File: src/rtl/usb_boot_sequencer_if.sv
// Board-side signal bundle of the USB boot sequencer.
//   clk_ready     : PLL lock, asynchronous to the 48 MHz clock
//   btn_raw       : raw reset button, active-high, bouncy, asynchronous
//   boot_req      : boot request from usbasp_bootloader, clock-synchronous
//   core_reset    : active-high reset to usbasp_bootloader
//   usb_force_se0 : 1 = drive USB D+/D- low (SE0)
//   reconfig_n    : active-low FPGA reconfiguration request
//   state_dbg     : FSM state code for LEDs
// modport master is taken by the sequencer; modport slave by the board/bench side.
interface usb_boot_sequencer_if;
    logic       clk_ready;
    logic       btn_raw;
    logic       boot_req;
    logic       core_reset;
    logic       usb_force_se0;
    logic       reconfig_n;
    logic [2:0] state_dbg;

    modport master (
        input  clk_ready, btn_raw, boot_req,
        output core_reset, usb_force_se0, reconfig_n, state_dbg
    );

    modport slave (
        output clk_ready, btn_raw, boot_req,
        input  core_reset, usb_force_se0, reconfig_n, state_dbg
    );
endinterface

File: src/rtl/usb_boot_sequencer.sv
// Reset/reboot controller in front of usbasp_bootloader.
// Waits for PLL lock and a released (debounced) reset button, holds the USB lines in SE0
// long enough for the host to notice a disconnect, then releases the core reset. A rising
// edge on the bootloader's boot request starts a grace period, after which the FPGA
// reconfiguration request is driven low and held until block reset.
// Ports:
//   clk_48mhz : 48 MHz system clock
//   reset     : synchronous, active-high block reset
//   bus       : usb_boot_sequencer_if.master (lock, button, boot request in;
//               core_reset, usb_force_se0, reconfig_n, state_dbg out)
module usb_boot_sequencer #(
    parameter int DEBOUNCE_CYCLES   = 480000,
    parameter int SE0_CYCLES        = 960000,
    parameter int BOOT_DELAY_CYCLES = 48000
) (
    input  logic                        clk_48mhz,
    input  logic                        reset,
    usb_boot_sequencer_if.master        bus
);

    localparam int DEB_W   = (DEBOUNCE_CYCLES > 2) ? $clog2(DEBOUNCE_CYCLES) : 1;
    localparam int CNT_MAX = (SE0_CYCLES > BOOT_DELAY_CYCLES) ? SE0_CYCLES : BOOT_DELAY_CYCLES;
    localparam int CNT_W   = (CNT_MAX > 2) ? $clog2(CNT_MAX) : 1;

    localparam logic [DEB_W-1:0] DEB_LAST  = DEB_W'(DEBOUNCE_CYCLES - 1);
    localparam logic [CNT_W-1:0] SE0_LAST  = CNT_W'(SE0_CYCLES - 1);
    localparam logic [CNT_W-1:0] BOOT_LAST = CNT_W'(BOOT_DELAY_CYCLES - 1);

    typedef enum logic [2:0] {
        WAIT_LOCK = 3'd0,
        SE0       = 3'd1,
        RUN       = 3'd2,
        BOOT_WAIT = 3'd3,
        REBOOT    = 3'd4
    } state_t;

    state_t             state;
    logic [CNT_W-1:0]   cnt;
    logic [DEB_W-1:0]   deb_cnt;
    logic               lock_s1, lock_s;
    logic               btn_s1, btn_s;
    logic               btn_db;
    logic               boot_req_q;
    logic               core_reset_r, se0_r, reconfig_n_r;
    logic [2:0]         state_dbg_r;

    logic abort;
    logic boot_rise;

    assign abort     = ~lock_s | btn_db;
    assign boot_rise = bus.boot_req & ~boot_req_q;

    assign bus.core_reset    = core_reset_r;
    assign bus.usb_force_se0 = se0_r;
    assign bus.reconfig_n    = reconfig_n_r;
    assign bus.state_dbg     = state_dbg_r;

    // Input conditioning: 2-flop synchronizers, button debounce, boot_req edge history.
    // btn_db only follows btn_s after DEBOUNCE_CYCLES consecutive disagreeing samples.
    always_ff @(posedge clk_48mhz) begin
        if (reset) begin
            lock_s1    <= 1'b0;
            lock_s     <= 1'b0;
            btn_s1     <= 1'b0;
            btn_s      <= 1'b0;
            btn_db     <= 1'b0;
            deb_cnt    <= '0;
            boot_req_q <= 1'b0;
        end else begin
            lock_s1    <= bus.clk_ready;
            lock_s     <= lock_s1;
            btn_s1     <= bus.btn_raw;
            btn_s      <= btn_s1;
            boot_req_q <= bus.boot_req;
            if (btn_s == btn_db) begin
                deb_cnt <= '0;
            end else if (deb_cnt == DEB_LAST) begin
                btn_db  <= btn_s;
                deb_cnt <= '0;
            end else begin
                deb_cnt <= deb_cnt + 1'b1;
            end
        end
    end

    // Sequencer FSM. Outputs decode the current (pre-update) state, so they trail the
    // state register by one cycle. cnt holds at its last value on expiry.
    always_ff @(posedge clk_48mhz) begin
        if (reset) begin
            state        <= WAIT_LOCK;
            cnt          <= '0;
            core_reset_r <= 1'b1;
            se0_r        <= 1'b1;
            reconfig_n_r <= 1'b1;
            state_dbg_r  <= 3'd0;
        end else begin
            case (state)
                WAIT_LOCK: begin
                    if (!abort) begin
                        state <= SE0;
                        cnt   <= '0;
                    end
                end
                SE0: begin
                    if (abort)                state <= WAIT_LOCK;
                    else if (cnt == SE0_LAST) state <= RUN;
                    else                      cnt   <= cnt + 1'b1;
                end
                RUN: begin
                    if (abort) begin
                        state <= WAIT_LOCK;
                    end else if (boot_rise) begin
                        state <= BOOT_WAIT;
                        cnt   <= '0;
                    end
                end
                BOOT_WAIT: begin
                    if (abort)                 state <= WAIT_LOCK;
                    else if (cnt == BOOT_LAST) state <= REBOOT;
                    else                       cnt   <= cnt + 1'b1;
                end
                REBOOT: begin
                    // terminal until block reset
                end
                default: state <= WAIT_LOCK;
            endcase

            state_dbg_r <= state;
            case (state)
                RUN, BOOT_WAIT: begin
                    core_reset_r <= 1'b0;
                    se0_r        <= 1'b0;
                    reconfig_n_r <= 1'b1;
                end
                REBOOT: begin
                    core_reset_r <= 1'b1;
                    se0_r        <= 1'b1;
                    reconfig_n_r <= 1'b0;
                end
                default: begin
                    core_reset_r <= 1'b1;
                    se0_r        <= 1'b1;
                    reconfig_n_r <= 1'b1;
                end
            endcase
        end
    end

endmodule

File: src/flat_wrapper.sv
// flat-port wrapper written by rule: the top's interface ports become plain ports
module usb_boot_sequencer_flat 
#(
    parameter int DEBOUNCE_CYCLES   = 480000,
    parameter int SE0_CYCLES        = 960000,
    parameter int BOOT_DELAY_CYCLES = 48000
)
  (clk_48mhz, reset, bus_clk_ready, bus_btn_raw, bus_boot_req, bus_core_reset, bus_usb_force_se0, bus_reconfig_n, bus_state_dbg);
  usb_boot_sequencer_if bus_i ();
  input  logic clk_48mhz;
  input  logic reset;
  input wire logic [$bits(bus_i.clk_ready)-1:0] bus_clk_ready;
  input wire logic [$bits(bus_i.btn_raw)-1:0] bus_btn_raw;
  input wire logic [$bits(bus_i.boot_req)-1:0] bus_boot_req;
  output wire logic [$bits(bus_i.core_reset)-1:0] bus_core_reset;
  output wire logic [$bits(bus_i.usb_force_se0)-1:0] bus_usb_force_se0;
  output wire logic [$bits(bus_i.reconfig_n)-1:0] bus_reconfig_n;
  output wire logic [$bits(bus_i.state_dbg)-1:0] bus_state_dbg;
  assign bus_i.clk_ready = bus_clk_ready;
  assign bus_i.btn_raw = bus_btn_raw;
  assign bus_i.boot_req = bus_boot_req;
  assign bus_core_reset = bus_i.core_reset;
  assign bus_usb_force_se0 = bus_i.usb_force_se0;
  assign bus_reconfig_n = bus_i.reconfig_n;
  assign bus_state_dbg = bus_i.state_dbg;
  usb_boot_sequencer #(.DEBOUNCE_CYCLES(DEBOUNCE_CYCLES), .SE0_CYCLES(SE0_CYCLES), .BOOT_DELAY_CYCLES(BOOT_DELAY_CYCLES)) u_core (.clk_48mhz(clk_48mhz), .reset(reset), .bus(bus_i));
endmodule
File: config.mk
export PLATFORM = sky130hd
export DESIGN_NAME = usb_boot_sequencer_flat
export DESIGN_NICKNAME = d
export VERILOG_FILES = /design/src/rtl/usb_boot_sequencer_if.sv /design/src/rtl/usb_boot_sequencer.sv /design/src/flat_wrapper.sv
export SDC_FILE = /design/constraint.sdc
export NUM_CORES = 1
export LEC_CHECK = 0
export ABC_CLOCK_PERIOD_IN_PS = 2700
export CAP_MARGIN = 20
export CORE_ASPECT_RATIO = 1.2
export CORE_MARGIN = 2
export CORE_UTILIZATION = 55
export DETAILED_ROUTE_END_ITERATION = 10
export MAX_ROUTING_LAYER = met4
export PLACE_DENSITY = 0.77
export SYNTH_ARGS = -nofsm -noshare
export SYNTH_HDL_FRONTEND = slang
export SYNTH_SLANG_ARGS = --single-unit
export TNS_END_PERCENT = 50
File: constraint.sdc
create_clock -name clk_48mhz -period 2.7 [get_ports clk_48mhz]
set_clock_uncertainty 0.2 [all_clocks]
set_input_delay 0.54 -clock clk_48mhz [delete_from_list [all_inputs] [get_ports clk_48mhz]]
set_output_delay 0.54 -clock clk_48mhz [all_outputs]
set_load 0.005 [all_outputs]
==> results.yml <==
outcome:
  status: "complete, no violations"
critical_path:
  worstSetupPathType: "register to register"
  critical_path_buf_inv_count: 0
  crit_fanout: 17
  cp_data_required_time_ns: 2.73
  crit_chain: "or4b_1, nor4_2, a41oi_1, a211o_2, o221ai_1"
  start_kind: "register"
  r2r_end: "u_core.cnt[16]"
  reg2reg_from: "u_core.cnt[19]"
  end_kind: "register"
  path_delay_family: "compound AO/OA/AOI/OAI gates"
  critPathMaxStageDelay_ns: 0.55
  slowest_stage: "or4b_1"
  worstPathArrival_ns: 2.53
  worstRegToRegCells: 5
  r2r_setup_slack_ns: 0.20
grt:
  gr-usage-all-layers_pct: 23.17
  grt_max_degree: 18
  antenna_found_initial: 0
  grt_pass1_vias: 1987
  grt_pass1_wl_um: 8914
  grt_overflow_total: 0
power_and_ir_drop:
  power.share.switching_pct: 22.95
  peakVddDrop_v: 0.0002771
  clkPwrFrac_pct: 34.4
  switchingPower_w: 0.0002956
  p_int_w: 0.0009920
  power.leakage_nw: 0.9417
  power_density_mw_per_mm2: 468.6
  power_frac_seq_pct: 61.3
  combPwrFrac_pct: 4.3
yosys:
  synth_top_cell_area_share_pct: 43.20
  syn_area_mm2: 0.002456
  ys_seq_area_share_pct: 43.20
  synth_flop_cell: "dfxtp_1"
  ys_seq_elements: 53
  synth_edf_count: 0
  syn_avg_cell_area_um2: 8.648
  synth_nets: 291
  async_flop_share_pct: 0
  synth_cell_types: 46
  synth_top_cell_by_area: "dfxtp_1"
  syn_inst: 284
  yosysWarnings: 0
  ys_top_cells_by_area: "dfxtp_1 (43%), a31oi_1 (6.1%), nor2_1 (4.9%)"
timing:
  setup_tns_ns: 0
  tightest_slew_ns: 0.4420
  slew_viol_final: 0
  rsz0062_at_grt: "no"
  post-route-period-util_pct: 92.44
  setup_violations: 0
  fmax_ghz: 0.4007
  hold_violations: 0
  relSlewSlack_pct: 70.15
  finalCriticalPeriod_ns: 2.496
final_layout:
  multi_input_area_mm2: 0.001319
  final_cell_mix: "dfxtp_1 (53), nor2_1 (32), a31oi_1 (24)"
  area_delta_synth_final_pct: 11.87
  diodes: 0
  drive_gt1_share_pct: 7.641
  seq_area_mm2: 0.001061
  layout_commonest_cell: "dfxtp_1"
  nets: 307
  fillCellCount: 395
  final_cells: 357
worst_hold_path:
  hp-start: "u_core.btn_s1"
  hold_class: "register to register"
  min_to: "u_core.btn_s"
  whs_path_depth: 1
placement:
  place_inst: 349
  io_buffers: 10
  dpl.hpwl_um: 3595
  place_congestion: 0.8777
clock_network:
  cts_made_buffers: 5
  htreeDepth: 2
  post_cts_resized: 0
  postCtsHoldBufs: 0
  clkSinkCount: 53
  cts.clk_slew.worst_paths_ns: 0.10
  clk_latency_ns: 0.31
  cts_root_buf: "clkbuf_8"
  cts_max_path_buffers: 2
  cts_tree: "yes"
  cts_setup_buffers: 0
die:
  coreArea_mm2: 0.004262
  die-height_um: 77.21
  io_pins: 11
  die_x_um: 65.01
  start_util_pct: 57.63
  rows: 26
  fp.dieArea_mm2: 0.005019
routing:
  vias: 2146
  via_per_inst: 6.011
  ant_nets: 0
  drc_errors: 0
  routedWlPerCell_um: 14.30
  wl_um: 5105
  first_iter_violations: 138
  drtPass1Iterations: 4
flow_run:
  drv_cap: 0
==> worst max path at each step <==
stage	startpoint	end	slack [ns]	cells past startpoint
after floorplan	u_core.cnt[11]	u_core.cnt[19]	0.42	7
after global placement	u_core.cnt[19]	u_core.cnt[16]	0.21	5
after detailed placement	u_core.cnt[0]	u_core.cnt[16]	0.18	6
after CTS	u_core.cnt[19]	u_core.cnt[19]	0.13	5
after global routing	u_core.cnt[19]	u_core.cnt[19]	0.09	5
final	u_core.cnt[19]	u_core.cnt[16]	0.20	5
==> synthesized netlist by cell type (2+ instances only) <==
cell type / number
nor4_1: 3
a21oi_1: 10
nor2_1: 32
o211ai_1: 2
and3_1: 10
xnor2_1: 8
and4_1: 6
a211oi_1: 2
nor2b_1: 13
clkbuf_1: 6
inv_1: 6
and2_1: 4
a31oi_1: 24
nor4bb_1: 2
o21ai_0: 4
xor2_1: 10
nand2_1: 23
a41oi_1: 2
or3b_2: 2
or3_1: 6
o21a_1: 3
mux2i_1: 3
buf_2: 2
nand2b_1: 6
dfxtp_1: 53
nand4_1: 10
ha_1: 2
nor3_1: 5
nand3_1: 8
==> per-layer routing <==
| metal | share of wire (%) | vias to the layer above | global-route usage, % |
|---|---|---|---|
| li1 | - | 1066 | - |
| met1 | 44 | 1012 | 27.37 |
| met2 | 50 | 56 | 37.63 |
| met3 | 3.7 | 12 | 5.132 |
| met4 | 2.5 | 0 | 9.787 |
| met5 | 0 | - | - |
==> power by group through the flow <==
stage               combinational [W]  sequential [W]  clock, W
global placement            0.0000538        0.000808         0
finish                      0.0000549        0.000790  0.000443
global route                0.0000605        0.000791  0.000486
CTS                         0.0000542        0.000790  0.000460
detailed placement          0.0000537        0.000808         0
floorplan                   0.0000345        0.000807         0
==> sequential cells by signal, indices dropped and copies added, names as in the netlist <==
name	flops
u_core.boot_req_q	1
u_core.btn_db	1
u_core.bus.core_reset	1
u_core.btn_s1	1
u_core.bus.state_dbg	3
u_core.btn_s	1
u_core.state	3
u_core.deb_cnt	19
u_core.bus.reconfig_n	1
u_core.lock_s	1
u_core.cnt	20
u_core.lock_s1	1
==> stage by stage <==
step | hold slack [ns] | utilization (%) | area, µm² | total power, W | setup slack [ns]
after global routing | 0.2533 | 64.47 | 2748 | 0.001338 | 0.09221
after detailed placement | 0.2237 | 62.39 | 2659 | 0.0008619 | 0.1779
after CTS | 0.2424 | 64.45 | 2746 | 0.001304 | 0.1329
after global placement | 0.2171 | 62.39 | 2659 | 0.0008617 | 0.2101
after floorplan | 0.2138 | - | 2456 | 0.0008418 | 0.4169
final | 0.2429 | 64.47 | 2748 | 0.001288 | 0.2041
==> final cells by class <==
type,count,area share [%]
multi-input cells,214,48.00
flip-flops and latches,53,38.62
repair buffers,20,6.831
clock buffers,6,2.641
well taps,56,2.550
inverters,6,0.8197
clock inverters,2,0.5464
==> logic make-up (layout without fill, tap and decap cells) <==
family	Yosys count	count (layout)	synth area share (%)
and+or+nand+nor	135	135	29.95
xor gates and xnor gates	18	18	6.419
DFF	53	53	43.20
buffers and inverters	17	34	3.158
AOI/OAI and AO/OA	56	56	15.03
adders and majority gates	2	2	1.019
muxes	3	3	1.223
No activity file was read; power rests on OpenSTA's default activity.
